--- src/rtl/interboard_rx_arbiter_if.sv ---
// Receive-FIFO / router-ingress bundle for the interboard RX arbiter.
// master = arbiter side, slave = FIFO/router side.
interface interboard_rx_arbiter_if #(
  parameter int N_IN    = 4,
  parameter int WIDTH   = 11,
  parameter int USEDW_W = 8
);
  logic [N_IN-1:0]       in_empty;
  logic [N_IN*WIDTH-1:0] in_q;
  logic [N_IN-1:0]       in_rdreq;
  logic [USEDW_W-1:0]    out_wrusedw;
  logic [WIDTH-1:0]      out_data;
  logic                  out_wrreq;
  logic [N_IN-1:0]       grant;
  logic                  busy;

  modport master (
    input  in_empty,
    input  in_q,
    input  out_wrusedw,
    output in_rdreq,
    output out_data,
    output out_wrreq,
    output grant,
    output busy
  );

  modport slave (
    output in_empty,
    output in_q,
    output out_wrusedw,
    input  in_rdreq,
    input  out_data,
    input  out_wrreq,
    input  grant,
    input  busy
  );
endinterface

--- src/rtl/interboard_rx_arbiter.sv ---
// Packet-atomic round-robin drain of N interboard RX FIFOs
// into the router ingress FIFO, throttled on its fill level.
module interboard_rx_arbiter #(
  parameter int N_IN       = 4,
  parameter int WIDTH      = 11,
  parameter int PKT_WORDS  = 2,
  parameter int USEDW_W    = 8,
  parameter int STOP_LEVEL = 240
) (
  input  logic                   clk,
  input  logic                   reset_n,
  interboard_rx_arbiter_if.master bus
);

  localparam int IDX_W = (N_IN > 1) ? $clog2(N_IN) : 1;
  localparam int CNT_W = (PKT_WORDS > 1) ? $clog2(PKT_WORDS) : 1;

  typedef enum logic {
    S_IDLE,
    S_XFER
  } state_t;

  state_t             r_state;
  logic [N_IN-1:0]    r_grant;
  logic               r_busy;
  logic [IDX_W-1:0]   r_gidx;
  logic [IDX_W-1:0]   r_last;
  logic [CNT_W-1:0]   r_cnt;
  logic               r_rd_d;
  logic [IDX_W-1:0]   r_idx_d;
  logic [WIDTH-1:0]   r_out_data;
  logic               r_out_wrreq;

  logic               w_found;
  logic [IDX_W-1:0]   w_next;
  logic               w_ok;
  logic               w_last;
  logic [N_IN-1:0]    w_rdreq;

  // Descending scan so the nearest input after r_last wins.
  always_comb begin
    w_found = 1'b0;
    w_next  = '0;
    for (int k = N_IN; k >= 1; k--) begin
      if (!bus.in_empty[(int'(r_last) + k) % N_IN]) begin
        w_found = 1'b1;
        w_next  = IDX_W'((int'(r_last) + k) % N_IN);
      end
    end
  end

  always_comb begin
    w_ok = (r_state == S_XFER)
        && !bus.in_empty[r_gidx]
        && (bus.out_wrusedw < USEDW_W'(STOP_LEVEL));
    w_last  = w_ok && (r_cnt == CNT_W'(PKT_WORDS - 1));
    w_rdreq = '0;
    if (w_ok) w_rdreq[r_gidx] = 1'b1;
  end

  always_ff @(posedge clk or negedge reset_n) begin
    if (!reset_n) begin
      r_state <= S_IDLE;
      r_grant <= '0;
      r_busy  <= 1'b0;
      r_gidx  <= '0;
      r_last  <= IDX_W'(N_IN - 1);
      r_cnt   <= '0;
    end else begin
      unique case (r_state)
        S_IDLE: begin
          if (w_found) begin
            r_state <= S_XFER;
            r_grant <= N_IN'(1) << w_next;
            r_gidx  <= w_next;
            r_busy  <= 1'b1;
            r_cnt   <= '0;
          end
        end
        S_XFER: begin
          if (w_last) begin
            r_state <= S_IDLE;
            r_grant <= '0;
            r_busy  <= 1'b0;
            r_last  <= r_gidx;
            r_cnt   <= '0;
          end else if (w_ok) begin
            r_cnt <= r_cnt + 1'b1;
          end
        end
        default: r_state <= S_IDLE;
      endcase
    end
  end

  // FIFO q is valid the cycle after rdreq; capture it one cycle later.
  always_ff @(posedge clk or negedge reset_n) begin
    if (!reset_n) begin
      r_rd_d      <= 1'b0;
      r_idx_d     <= '0;
      r_out_data  <= '0;
      r_out_wrreq <= 1'b0;
    end else begin
      r_rd_d  <= |w_rdreq;
      r_idx_d <= r_gidx;
      if (r_rd_d) begin
        r_out_data  <= bus.in_q[r_idx_d*WIDTH +: WIDTH];
        r_out_wrreq <= 1'b1;
      end else begin
        r_out_wrreq <= 1'b0;
      end
    end
  end

  assign bus.in_rdreq  = w_rdreq;
  assign bus.out_data  = r_out_data;
  assign bus.out_wrreq = r_out_wrreq;
  assign bus.grant     = r_grant;
  assign bus.busy      = r_busy;

endmodule

--- src/flat_wrapper.sv ---
// flat-port wrapper written by rule: the top's interface ports become plain ports
module interboard_rx_arbiter_flat 
#(
  parameter int N_IN       = 4,
  parameter int WIDTH      = 11,
  parameter int PKT_WORDS  = 2,
  parameter int USEDW_W    = 8,
  parameter int STOP_LEVEL = 240
)
  (clk, reset_n, bus_in_empty, bus_in_q, bus_out_wrusedw, bus_in_rdreq, bus_out_data, bus_out_wrreq, bus_grant, bus_busy);
  interboard_rx_arbiter_if #(.N_IN(N_IN), .WIDTH(WIDTH), .USEDW_W(USEDW_W)) bus_i ();
  input  logic clk;
  input  logic reset_n;
  input wire logic [$bits(bus_i.in_empty)-1:0] bus_in_empty;
  input wire logic [$bits(bus_i.in_q)-1:0] bus_in_q;
  input wire logic [$bits(bus_i.out_wrusedw)-1:0] bus_out_wrusedw;
  output wire logic [$bits(bus_i.in_rdreq)-1:0] bus_in_rdreq;
  output wire logic [$bits(bus_i.out_data)-1:0] bus_out_data;
  output wire logic [$bits(bus_i.out_wrreq)-1:0] bus_out_wrreq;
  output wire logic [$bits(bus_i.grant)-1:0] bus_grant;
  output wire logic [$bits(bus_i.busy)-1:0] bus_busy;
  assign bus_i.in_empty = bus_in_empty;
  assign bus_i.in_q = bus_in_q;
  assign bus_i.out_wrusedw = bus_out_wrusedw;
  assign bus_in_rdreq = bus_i.in_rdreq;
  assign bus_out_data = bus_i.out_data;
  assign bus_out_wrreq = bus_i.out_wrreq;
  assign bus_grant = bus_i.grant;
  assign bus_busy = bus_i.busy;
  interboard_rx_arbiter #(.N_IN(N_IN), .WIDTH(WIDTH), .PKT_WORDS(PKT_WORDS), .USEDW_W(USEDW_W), .STOP_LEVEL(STOP_LEVEL)) u_core (.clk(clk), .reset_n(reset_n), .bus(bus_i));
endmodule
--- config.mk ---
export PLATFORM = sky130hd
export DESIGN_NAME = interboard_rx_arbiter_flat
export DESIGN_NICKNAME = d
export VERILOG_FILES = /design/src/rtl/interboard_rx_arbiter_if.sv /design/src/rtl/interboard_rx_arbiter.sv /design/src/flat_wrapper.sv
export SDC_FILE = /design/constraint.sdc
export NUM_CORES = 1
export LEC_CHECK = 0
export ABC_AREA = 1
export ABC_CLOCK_PERIOD_IN_PS = 1490
export BUFFER_PORTS_ARGS = -buffer_cell sky130_fd_sc_hd__buf_2
export CAP_MARGIN = 25
export CORE_MARGIN = 2
export CORE_UTILIZATION = 45
export DETAILED_ROUTE_END_ITERATION = 12
export PLACE_DENSITY = 0.79
export SLEW_MARGIN = 20
export SYNTH_ARGS = -nofsm -noshare
export SYNTH_HDL_FRONTEND = slang
export SYNTH_SLANG_ARGS = --single-unit
--- constraint.sdc ---
create_clock -name clk -period 1.49 [get_ports clk]
set_input_delay 0.149 -clock clk [delete_from_list [all_inputs] [get_ports clk]]
set_output_delay 0.149 -clock clk [all_outputs]
set_load 0.03 [all_outputs]
* Word level (Yosys, flattened, before mapping)
Cells that the tools add are included.
Word-level totals: bits in registers 26, input port bits 58, logic and storage cells 86
Cells by class: $add $sub $neg 5, multiply operators 1, $lt $le $gt $ge 7, equality and inequality tests 3, shifts and indexed selects 2, multiplexer cells 39, bitwise gates (word level) 5, reductions and logical operators 14
Operators by type and width (number):
- $shiftx A44 B7 Y11 | 1
- $mux W1 | 22
- $lt A3 B4 Y1 const B | 4
- $mux W4 | 3
- $bmux W1 S2 | 5
- $lt A8 B8 Y1 const B | 1
- $mux W2 | 4
- $pmux W4 S2 | 1
- $reduce_and A2 Y1 | 4
- $reduce_or A2 Y1 | 4
- $mul A2 B4 Y6 const B | 1
- $pmux W1 S2 | 3
- $add A2 B1 Y2 const B | 2
- $add A2 B2 Y2 const B | 2
- $and A1 B1 Y1 const A | 4
- $logic_and A1 B1 Y1 | 4
- $reduce_or A4 Y1 | 1
- $shl A1 B2 Y4 const A | 1
- $lt A2 B3 Y1 const B | 1
- $ne A3 B3 Y1 const B | 1
- $demux W1 S2 | 1
- $ge A2 B1 Y1 const B | 1
- $ne A2 B1 Y1 const B | 1
- $ne A2 B2 Y1 const B | 1
- 3 further kinds | 3

* Depth between registers and ports, before layout
Gate-level depths: netlist (run 1).
word-level depth 13, gate-level depth with buffers 11, depth with buffers taken out 11

* Worst setup path before layout (run 1)
Ideal clock, no wire load.
path type reg-to-output, start point register u_core.r_gidx[0], end point output port bus_in_rdreq[0], arrival time 1.495 ns, data required time 1.341 ns, slack -0.154 ns, cell stages (with the launch flop) 7, buffers on the path 0, path through dfrtp_1 inv_2 nand3_1 nand2_1 nor2_1 nand3_2 nor3_1
On the way: longest elaborated chain between the ends 6
Ends and longest elaborated chain:
- from (decl) | RTL line interboard_rx_arbiter.sv:26 | logic [IDX_W-1:0] r_gidx;
- from (signal assigned) | RTL line interboard_rx_arbiter.sv:75 | r_gidx <= w_next;
- branches (longest 5 deep; another with $lt A2 B3 Y1)
- $mux W4 (*) | RTL line interboard_rx_arbiter.sv:58 | if (w_ok) w_rdreq[r_gidx] = 1'b1;
- to (decl) | RTL line flat_wrapper.sv:17 | output wire logic [$bits(bus_i.in_rdreq)-1:0] bus_in_rdreq;
Mark *: on every way between the ends. The select of a mux whose other input is x is not followed.

* Final worst setup path (run 1)
start point register u_core.r_gidx[0], end point output port bus_in_rdreq[3]
Same word-level chain as after synthesis.

==> impl_metrics.yaml, run 1 <==
timing:
  drv_slew: 0
  fmaxAchievable_ghz: 0.558
  unrepaired_setup_endpoints_after_global_routing: "true"
  post_route_hold_slack_ns: 0.109
  final.setup.worst_slack_ns: -0.304
  timing.final.crit_period_ns: 1.79
  final-hold-violation-count: 0
  finalSetupViolCount: 14
  finClkSkew_ns: 0.0114
  slew-limit-headroom_pct: 59.7
  tightestPinTransition_ns: 0.604
  layout_worst_path_cycle_share_pct: 120
critical_path:
  data_arrival_time_of_the_critical_path_ns: 1.64
  worst_setup_path_start_kind: "flip-flop"
  timing.critical_path.to_type: "output port"
  cp_slowest_cell: "sky130_fd_sc_hd__dfrtp_1"
  crit_path_cell_trace: "inv_4, nand3_2, nand2_2, nor2_4, nand3_4, nor3_2, buf_4"
  critPathRequiredTime_ns: 1.34
  largest_stage_delay_on_the_critical_path_ns: 0.46
  crit_buf_inv: 2
  critical_path.max_fanout: 6
  path_class: "flip-flop to output port"
  crit_family: "simple AND/OR/NAND/NOR gates"
cells_and_area:
  syn_to_final_growth_pct: 48.7
  finalCoreUtilization_pct: 69.9
  final_layout_size_suffix_gt1_share_pct: 46.2
  postLayoutCellArea_um2: 2350
  post_layout_nets: 377
  layout_common_cells: "70 x sky130_fd_sc_hd__buf_2, 56 x sky130_fd_sc_hd__nor2_1, 33 x sky130_fd_sc_hd__nand2_1"
  mostFrequentLayoutCell: "sky130_fd_sc_hd__buf_2"
  antennaDiodeCount: 0
power_and_ir_drop:
  totalPowerFinal_w: 0.00528
  power.ir.vdd_worst_mv: 1.14
  power_per_cell_area_nw_per_um2: 2240
  p_leak_nw: 1.21
global_route:
  largest_net_degree_at_the_start_of_global_routing: 27
  gr-total-overflow: 0
  use_met3_pct: 4.29
  global_route_track_usage_on_met1_pct: 26.7
  grt_antenna_before_repair: 0
  grt_pass1_vias: 1675
  global_route.usage.total_pct: 21.9
  grt_first_pass_wirelength_mm: 7.20
  grt.met2_usage_pct: 38.8
  grt_busiest_layer: "met2"
logic_synthesis:
  synthesis.nets: 288
  sequential_area_share_after_synthesis_pct: 41.3
  synth_cells: 230
  synthTopCellsByArea: "sky130_fd_sc_hd__dfrtp_1 38%, sky130_fd_sc_hd__nor2_1 14%, sky130_fd_sc_hd__nand2_1 11%"
  ys_seq_elements: 26
  post_synth_instance_area_um2: 1580
  share_of_yosys_cell_area_claimed_by_the_top_area_cell_type_pct: 38.0
  distinct_cell_type_count_of_the_synthesized_netlist: 23
  ys.warnings.count: 0
  synth.largest_area_cell: "sky130_fd_sc_hd__dfrtp_1"
  post_synth.cell_area_avg_um2: 6.88
clock_tree:
  cts-buffers-inserted: 3
  clockRootBuffer: "sky130_fd_sc_hd__clkbuf_4"
  clk_latency_ns: 0.32
  clock_sink_count: 26
  clock_tree.htree_level_count: 1
  ctsLongestPathBuffers: 2
  cts_tree: "done"
  path_clk_slew_ns: 0.14
min_path:
  timing.hold.worst.class: "input pin to flip-flop"
die:
  fp.dieArea_um2: 4000
  horizontal_die_dimension_um: 63.3
  floorplan.rows: 21
  die_y_um: 63.3
  start_util_pct: 47.0
  core_region_area_um2: 3360
  io-pin-count: 79
drt:
  viasPerCell: 5.03
  vias: 1832
  detail-route-antenna-nets: 0
  drt_first_iter_violations: 138
  wl_mm: 4.77
  detail_route.wl_per_cell_um: 13.1
  detail_route.first_pass.iterations: 4
  route.detailed.drc: 0
placed_design:
  placed_area_um2: 2000
  dp_hpwl_mm: 2.97
  gp_congestion: 0.899
  io_buffers: 74
status:
  violated_checks: "setup timing"
  outcome: "complete, but fails checks"
job:
  drv.max_cap_violation_count: 0
==> state kept, by name (all words and copies together) (netlist names), 2 cells and up <==
register / count
u_core.r_last: 2
u_core.bus.out_data: 11
u_core.bus.grant: 4
u_core.r_gidx: 2
u_core.r_idx_d: 2
==> per-stage QoR <==
| step | setup WS, ns | instances | setup TNS [ns] |
|---|---|---|---|
| 2_1_floorplan | -0.154 | 230 | -0.618 |
| 3_3_place_gp | 0.0159 | 346 | 0 |
| 5_1_grt | -0.388 | 364 | -3.39 |
| 6_report | -0.304 | 364 | -2.33 |
| 3_5_place_dp | -0.0114 | 346 | -0.0114 |
| 4_1_cts | -0.171 | 358 | -0.683 |
==> worst reg2reg max path: cells and delay by family, from the launching register on <==
| family | cells | cell delay (ns) |
|---|---|---|
| buf+inv | 4 | 0.46 |
| flops | 1 | 0.46 |
| simple gates | 7 | 0.65 |
==> repair_timing <==
action                                 4_1_cts  5_1_grt
cloned                                       1        1
setup endpoints to repair                    9       15
hold buffers                                 1        0
resized for setup                           15       42
pin swaps                                    5       10
endpoints found under the hold margin       24        0
buffers inserted                             6        5
==> final cells by class <==
type,instances,area (µm²)
Clock buffer,4,36.3
Fill cell,284,1010
Inverter,18,80.1
Multi-Input combinational cell,178,991
Sequential cell,26,654
Tap cell,46,57.6
Timing Repair Buffer,92,533
==> final timing paths <==
path / slack (ns) / depth (start not counted) / end / start
min in group asynchronous: 0.35 / 2 / u_core.bus.out_data[0] / reset_n
worst min register to register: 0.53 / 2 / u_core.bus.busy / u_core.bus.busy
worst min-delay path: 0.11 / 3 / u_core.bus.out_data[7] / bus_in_q[18]
worst max register to register: -0.18 / 11 / u_core.bus.grant[0] / u_core.r_gidx[0]
worst max-delay path: -0.30 / 7 / bus_in_rdreq[3] / u_core.r_gidx[0]
max in group asynchronous: 0.70 / 2 / u_core.r_gidx[1] / reset_n
==> Yosys cell counts, drive strengths merged <==
cell / n
a21oi: 2
a31oi: 11
buf: 4
clkbuf: 6
clkinv: 1
dfrtp: 24
dfstp: 2
inv: 17
nand2: 53
nand3: 17
nand4: 1
nor2: 59
nor3: 5
o2111ai: 1
o21ai: 27
==> routing by layer <==
layer / share of wire, % / up-vias / wire length, µm
li1: - / 923 / -
met1: 44 / 851 / 2080
met2: 49 / 48 / 2340
met3: 4.6 / 10 / 221
met4: 2.7 / 0 / 128
met5: 0 / - / 0
==> kinds of logic (layout without fill, tap and decap cells) <==
| logic type | Yosys count | in the layout | share of synthesized area, % |
|---|---|---|---|
| compound gates | 41 | 41 | 14.1 |
| buf+inv | 28 | 114 | 7.83 |
| flops | 26 | 26 | 41.3 |
| simple gates | 135 | 137 | 36.8 |
==> power breakdown <==
| part | internal [W] | switching, W | leakage [nW] |
|---|---|---|---|
| Combinational | 0.00130 | 0.00231 | 0.892 |
| Sequential | 0.00105 | 0.000249 | 0.302 |
| Clock | 0.000149 | 0.000209 | 0.0210 |
| Total | 0.00251 | 0.00277 | 1.21 |
Note: power is estimated with default switching activity, not from simulation.
==> run 2: changes to the inputs <==
--- a/config.mk
+++ b/config.mk
@@ -10,9 +10,10 @@
 export BUFFER_PORTS_ARGS = -buffer_cell sky130_fd_sc_hd__buf_2
 export CAP_MARGIN = 25
 export CORE_MARGIN = 2
-export CORE_UTILIZATION = 45
+export CORE_UTILIZATION = 47
+export CTS_BUF_LIST = sky130_fd_sc_hd__clkbuf_2 sky130_fd_sc_hd__clkbuf_4 sky130_fd_sc_hd__clkbuf_8
 export DETAILED_ROUTE_END_ITERATION = 12
-export PLACE_DENSITY = 0.79
+export PLACE_DENSITY = 0.82
 export SLEW_MARGIN = 20
 export SYNTH_ARGS = -nofsm -noshare
 export SYNTH_HDL_FRONTEND = slang
==> run 2 against run 1 <==
The run still ends with setup timing left. Register-to-register slack better by 0.06 ns. Critical path depth did not move. Non-clock buffer count is 7 higher. Hold slack improved by 0.0087 ns. Sequential share of layout area is 0.54 points lower. Sequential cell count did not move.
==> impl_metrics.yaml, run 2 (synthesis gave the netlist of run 1 again) <==
status:
  outcome: "complete, but fails checks"
  violated_checks: "setup timing"
die:
  fp.dieArea_um2: 3850
  start_util_pct: 48.2
  floorplan.rows: 21
  horizontal_die_dimension_um: 62.0
  core_region_area_um2: 3280
  die_y_um: 62.0
  io-pin-count: 79
cells_and_area:
  largest_register_ffs: 11
  area.sequential_um2: 654
  syn_to_final_growth_pct: 51.7
  post_layout_nonfiller_instances: 371
  mostFrequentLayoutCell: "sky130_fd_sc_hd__buf_2"
  finalCoreUtilization_pct: 73.0
  multiInputGateArea_um2: 968
  layout_common_cells: "70 x sky130_fd_sc_hd__buf_2, 56 x sky130_fd_sc_hd__nor2_1, 31 x sky130_fd_sc_hd__nand2_1"
  antennaDiodeCount: 0
  final_layout_size_suffix_gt1_share_pct: 47.1
  post_layout_nets: 384
  fillerInstances: 244
drt:
  detail_route.first_pass.iterations: 4
  detail-route-antenna-nets: 0
  vias: 1931
  drt_first_iter_violations: 105
  detail_route.wl_per_cell_um: 13.8
  wl_mm: 5.13
  viasPerCell: 5.20
  route.detailed.drc: 0
timing:
  post_route_hold_slack_ns: 0.118
  timing.final.crit_period_ns: 1.73
  final-hold-violation-count: 0
  tightestPinTransition_ns: 0.592
  layout_worst_path_cycle_share_pct: 116
  final.setup.worst_slack_ns: -0.241
  finClkSkew_ns: 0.00505
  slew-limit-headroom_pct: 60.6
  drv_slew: 0
  finalSetupViolCount: 12
  fmaxAchievable_ghz: 0.578
  unrepaired_setup_endpoints_after_global_routing: "true"
placed_design:
  gp_congestion: 0.916
  dp_hpwl_mm: 3.08
  dp.cells: 347
  dp_slack_ns: -0.00147
  io_buffers: 74
power_and_ir_drop:
  totalPowerFinal_w: 0.00550
  power_per_cell_area_nw_per_um2: 2290
  power.ir.vdd_worst_mv: 1.18
  p_leak_nw: 1.25
clock_tree:
  clock_tree.htree_level_count: 1
  clk_latency_ns: 0.32
  clock_sink_count: 26
  cts_tree: "done"
  path_clk_slew_ns: 0.14
  clockRootBuffer: "sky130_fd_sc_hd__clkbuf_4"
  cts-buffers-inserted: 3
  ctsLongestPathBuffers: 2
min_path:
  timing.hold.worst.class: "input pin to flip-flop"
global_route:
  grt_busiest_layer: "met2"
  grt_first_pass_wirelength_mm: 6.27
  largest_net_degree_at_the_start_of_global_routing: 27
  grt_pass1_vias: 1509
  use_met3_pct: 3.73
  grt_antenna_before_repair: 0
  gr-total-overflow: 0
  global_route.usage.total_pct: 21.8
  global_route_track_usage_on_met1_pct: 26.2
  grt.met2_usage_pct: 38.8
critical_path:
  path_class: "flip-flop to output port"
  worst_setup_path_start_kind: "flip-flop"
  timing.critical_path.to_type: "output port"
  critical_path.max_fanout: 5
  critPathRequiredTime_ns: 1.34
  data_arrival_time_of_the_critical_path_ns: 1.58
job:
  drv.max_cap_violation_count: 0
[run 2: metal layers]
layer | up-vias | part of all wire, %
met5 | - | 0
met4 | 0 | 2.6
met3 | 18 | 6.2
met2 | 91 | 50
met1 | 885 | 41
li1 | 937 | -
[run 2: through the flow]
| step | setup TNS, ns | area (µm²) |
|---|---|---|
| floorplan | -0.618 | 1580 |
| global placement | 0 | 2020 |
| detailed placement | -0.00147 | 2020 |
| CTS | -0.597 | 2160 |
| global route | -2.53 | 2400 |
| finish | -1.45 | 2400 |
[run 2: cell type report]
cell class	count	share of cell area, %
Clock buffer	4	1.51
Inverter	18	3.23
Multi-Input combinational cell	178	40.4
Sequential cell	26	27.3
Tap cell	46	2.40
Timing Repair Buffer	99	25.2
[run 2: power by group]
group | internal, W | switching (W) | total, W | leakage (nW)
clock | 0.000150 | 0.000206 | 0.000355 | 0.0210
combinational | 0.00143 | 0.00237 | 0.00379 | 0.926
sequential | 0.00106 | 0.000291 | 0.00135 | 0.302
[run 2: worst max-delay path, stage by stage, from the launching register on]
cell	delay [ns]
sky130_fd_sc_hd__dfrtp_1	0.43
sky130_fd_sc_hd__buf_6	0.14
sky130_fd_sc_hd__nand3_1	0.08
sky130_fd_sc_hd__nand2_1	0.08
sky130_fd_sc_hd__inv_2	0.08
sky130_fd_sc_hd__nand3_4	0.10
sky130_fd_sc_hd__nor3_2	0.16
sky130_fd_sc_hd__buf_4	0.19
[run 2: repair_timing]
| item | CTS | global route |
|---|---|---|
| setup endpoints to repair | 6 | 15 |
| hold endpoints to repair | 24 | 0 |
| pin swaps | 3 | 5 |
| resized for setup | 16 | 33 |
| gates cloned | 1 | 2 |
| setup buffers | 5 | 11 |
| hold buffers | 1 | 0 |
[run 2: path summary, 6_finish.rpt]
path	slack (ns)	end	cells after the start	from
max	-0.24	bus_in_rdreq[3]	7	u_core.r_gidx[0]
min in group asynchronous	0.34	u_core.bus.out_data[2]	2	reset_n
max reg2reg	-0.12	u_core.bus.grant[1]	10	u_core.r_last[0]
max in group asynchronous	0.72	u_core.r_gidx[1]	2	reset_n
min reg2reg	0.53	u_core.bus.grant[2]	2	u_core.bus.grant[2]
min	0.12	u_core.bus.out_data[2]	3	bus_in_q[13]
==> run 3: changes to the inputs <==
--- a/config.mk
+++ b/config.mk
@@ -5,12 +5,11 @@
 export SDC_FILE = /design/constraint.sdc
 export NUM_CORES = 1
 export LEC_CHECK = 0
-export ABC_AREA = 1
 export ABC_CLOCK_PERIOD_IN_PS = 1490
 export BUFFER_PORTS_ARGS = -buffer_cell sky130_fd_sc_hd__buf_2
 export CAP_MARGIN = 25
 export CORE_MARGIN = 2
-export CORE_UTILIZATION = 47
+export CORE_UTILIZATION = 45
 export CTS_BUF_LIST = sky130_fd_sc_hd__clkbuf_2 sky130_fd_sc_hd__clkbuf_4 sky130_fd_sc_hd__clkbuf_8
 export DETAILED_ROUTE_END_ITERATION = 12
 export PLACE_DENSITY = 0.82
==> run 3 against run 2 <==
Final cell count down 42%. The flow finishes with violations (DRC, setup timing). Critical path type unchanged. Routed wire length down 29%. Largest power group unchanged. Setup slack worse by 0.24 ns. Final area down 15%. Largest cell class unchanged. Sequential share of layout area up 5.1 points. Non-clock buffer count down 9. Sequential cell count unchanged.
==> impl_metrics.yaml, run 3 <==
status:
  outcome: "complete, but fails checks"
  violated_checks: "DRC, setup timing"
logic_synthesis:
  post_synth_instance_area_um2: 1350
  synth.most_common_cell: "sky130_fd_sc_hd__dfrtp_1"
  synthTopCellsByArea: "sky130_fd_sc_hd__dfrtp_1 45%, sky130_fd_sc_hd__mux4_2 20%, sky130_fd_sc_hd__mux2_2 9.2%"
  share_of_yosys_cell_area_claimed_by_the_top_area_cell_type_pct: 44.5
  synth_simple_gate_area_share_pct: 9.18
  distinct_cell_type_count_of_the_synthesized_netlist: 32
  ys.warnings.count: 0
  synth_cells: 95
  compound_gate_portion_of_the_synthesized_area_pct: 8.72
  post_synth_fa_ha_maj_area_fraction_pct: 0
  ys.flop_type: "sky130_fd_sc_hd__dfrtp_1"
  sequential_area_share_after_synthesis_pct: 48.4
  synth.largest_area_cell: "sky130_fd_sc_hd__dfrtp_1"
  synth_top_cells_by_count: "24 x sky130_fd_sc_hd__dfrtp_1, 12 x sky130_fd_sc_hd__mux4_2, 11 x sky130_fd_sc_hd__mux2_2, 9 x sky130_fd_sc_hd__nand2_1, 4 x sky130_fd_sc_hd__nor2_1"
  synthesis.nets: 153
  ys_seq_elements: 26
  post_synth_xor_area_fraction_pct: 0
  count_of_flip_flops_with_a_built_in_enable_after_synthesis: 0
  synth_async_sr_flop_share_pct: 100
  post_synth.cell_area_avg_um2: 14.2
  main_combinational_cell_family_by_area_after_synthesis: "multiplexers"
  yosys-mux-area-fraction_pct: 32.2
global_route:
  gr-total-overflow: 0
  largest_net_degree_at_the_start_of_global_routing: 27
  grt_first_pass_wirelength_mm: 5.62
  grt_pass1_vias: 1291
  global_route.usage.total_pct: 21.6
  grt_antenna_before_repair: 0
clock_tree:
  clk_latency_ns: 0.32
  clock_tree.htree_level_count: 1
  ctsLongestPathBuffers: 2
  cts_tree: "done"
  clockRootBuffer: "sky130_fd_sc_hd__clkbuf_4"
  clock_sink_count: 26
  cts-buffers-inserted: 3
  path_clk_slew_ns: 0.13
timing:
  drv_slew: 0
  final-hold-violation-count: 0
  finClkSkew_ns: 0.00111
  slew-limit-headroom_pct: 63.0
  unrepaired_setup_endpoints_after_global_routing: "true"
  timing.final.crit_period_ns: 1.97
  fmaxAchievable_ghz: 0.507
  final.setup.worst_slack_ns: -0.482
  tightestPinTransition_ns: 0.555
  layout_worst_path_cycle_share_pct: 132
  finalSetupViolCount: 14
  final.setup.tns_ns: -5.04
  post_route_hold_slack_ns: 0.266
min_path:
  timing.hold.worst_path_depth: 3
  hold_path.startpoint: "bus_in_q[5]"
  holdPathEnd: "u_core.bus.out_data[5]"
  timing.hold.worst.class: "input pin to flip-flop"
cells_and_area:
  post_layout_nets: 245
  postLayoutCellArea_um2: 2030
  fillerInstances: 202
  layout_common_cells: "70 x sky130_fd_sc_hd__buf_2, 21 x sky130_fd_sc_hd__dfrtp_1, 12 x sky130_fd_sc_hd__mux4_2"
  syn_to_final_growth_pct: 50.5
  post_layout_nonfiller_instances: 217
  final_layout_size_suffix_gt1_share_pct: 72.0
  mostFrequentLayoutCell: "sky130_fd_sc_hd__buf_2"
  largest_register_ffs: 11
  antennaDiodeCount: 0
critical_path:
  largest_stage_delay_on_the_critical_path_ns: 0.52
  regToRegSetupSlack_ns: -0.41
  worst_setup_path_start_kind: "flip-flop"
  critPathRequiredTime_ns: 1.34
  path_class: "flip-flop to output port"
  timing.critical_path.to_type: "output port"
  crit_path_cell_trace: "mux4_2, nor3_4, nor3b_4, buf_6"
  r2r_cells: 6
  cp_slowest_cell: "sky130_fd_sc_hd__mux4_2"
  reg2reg_from: "u_core.r_gidx[1]"
  data_arrival_time_of_the_critical_path_ns: 1.82
  regToRegEndpoint: "u_core.r_last[1]"
  critical_path.max_fanout: 5
placed_design:
  io_buffers: 74
  gp_congestion: 0.829
  dp_hpwl_mm: 2.70
  placed_area_um2: 1850
  dp.cells: 207
die:
  die_y_um: 58.7
  start_util_pct: 48.1
  fp.dieArea_um2: 3450
  horizontal_die_dimension_um: 58.7
  io-pin-count: 79
  core_region_area_um2: 2810
  floorplan.rows: 19
drt:
  detail-route-antenna-nets: 0
  detail_route.wl_per_cell_um: 16.8
  detail_route.first_pass.iterations: 8
  route.detailed.drc: 10
  wl_mm: 3.64
  vias: 1213
  viasPerCell: 5.59
  drt_first_iter_violations: 57
power_and_ir_drop:
  p_leak_nw: 0.997
  power_per_cell_area_nw_per_um2: 2180
  power.ir.vdd_worst_mv: 1.18
job:
  drv.max_cap_violation_count: 0
==> run 3: cell count changes after synthesis, sizes merged, moves of 11 or more <==
cell,previous run,this run
a31oi,11,0
inv,17,2
mux2,0,13
mux4,0,12
nand2,53,9
nand3,17,1
nor2,59,4
o21ai,27,4
==> run 3: metrics by stage <==
step | setup slack (ns) | utilization, % | power [W]
5_1_grt | -0.590 | 72.3 | 0.00471
4_1_cts | -0.535 | 69.8 | 0.00420
2_1_floorplan | -0.279 | - | 0.00297
3_3_place_gp | -0.164 | 66.1 | 0.00359
3_5_place_dp | -0.221 | 66.1 | 0.00371
6_report | -0.482 | 72.3 | 0.00442
==> run 3: worst max-delay path by stage <==
stage / end / depth (start not counted) / slack (ns) / start
2_1_floorplan: u_core.r_last[0] / 4 / -0.28 / u_core.r_gidx[1]
3_3_place_gp: u_core.r_last[1] / 4 / -0.16 / u_core.r_gidx[1]
3_5_place_dp: u_core.r_last[1] / 4 / -0.22 / u_core.r_gidx[1]
4_1_cts: bus_in_rdreq[2] / 5 / -0.54 / u_core.r_gidx[1]
5_1_grt: bus_in_rdreq[0] / 4 / -0.59 / u_core.r_gidx[1]
6_report: bus_in_rdreq[0] / 4 / -0.48 / u_core.r_gidx[1]
==> run 3: final cells by class <==
cell class              count  area (µm²)  area share [%]
repair buffers             90         563            27.7
flip-flops and latches     26         657            32.4
clock buffers               4        30.0            1.48
well taps                  31        38.8            1.91
inverters                   2        7.51           0.370
multi-input cells          64         733            36.1
==> run 3: worst max-delay path, delay by kind of cell, from the launching register on <==
| family | cells | cell delay (ns) |
|---|---|---|
| AND/OR/NAND/NOR | 2 | 0.43 |
| flip-flops | 1 | 0.40 |
| buffers and inverters | 1 | 0.15 |
| multiplexers | 1 | 0.52 |
==> run 3: kinds of logic after synthesis <==
family          count (synthesis)
simple gates                   22
buf+inv                         5
flops                          26
mux                            26
compound gates                 16
==> run 3: metal layers <==
layer,vias to the layer above,GRT usage (%),share of wire [%]
met2,63,42.1,52
met4,0,9.74,2.3
met1,588,22.4,37
met3,9,3.30,8.8
li1,553,-,-
met5,-,0,0
==> run 3: timing repair <==
| action | CTS | global route |
|---|---|---|
| gates resized for setup | 15 | 11 |
| setup endpoints to repair | 13 | 17 |
| pin swaps | 2 | 3 |
| cloned | 0 | 1 |
| endpoints found under the hold margin | 24 | 0 |
| setup buffers | 2 | 4 |
| hold buffers | 1 | 0 |
==> run 3: power by group <==
part / total, W / internal [W] / switching [W]
logic: 0.00267 / 0.00139 / 0.00128
registers: 0.00143 / 0.00108 / 0.000347
clock network: 0.000321 / 0.000123 / 0.000198
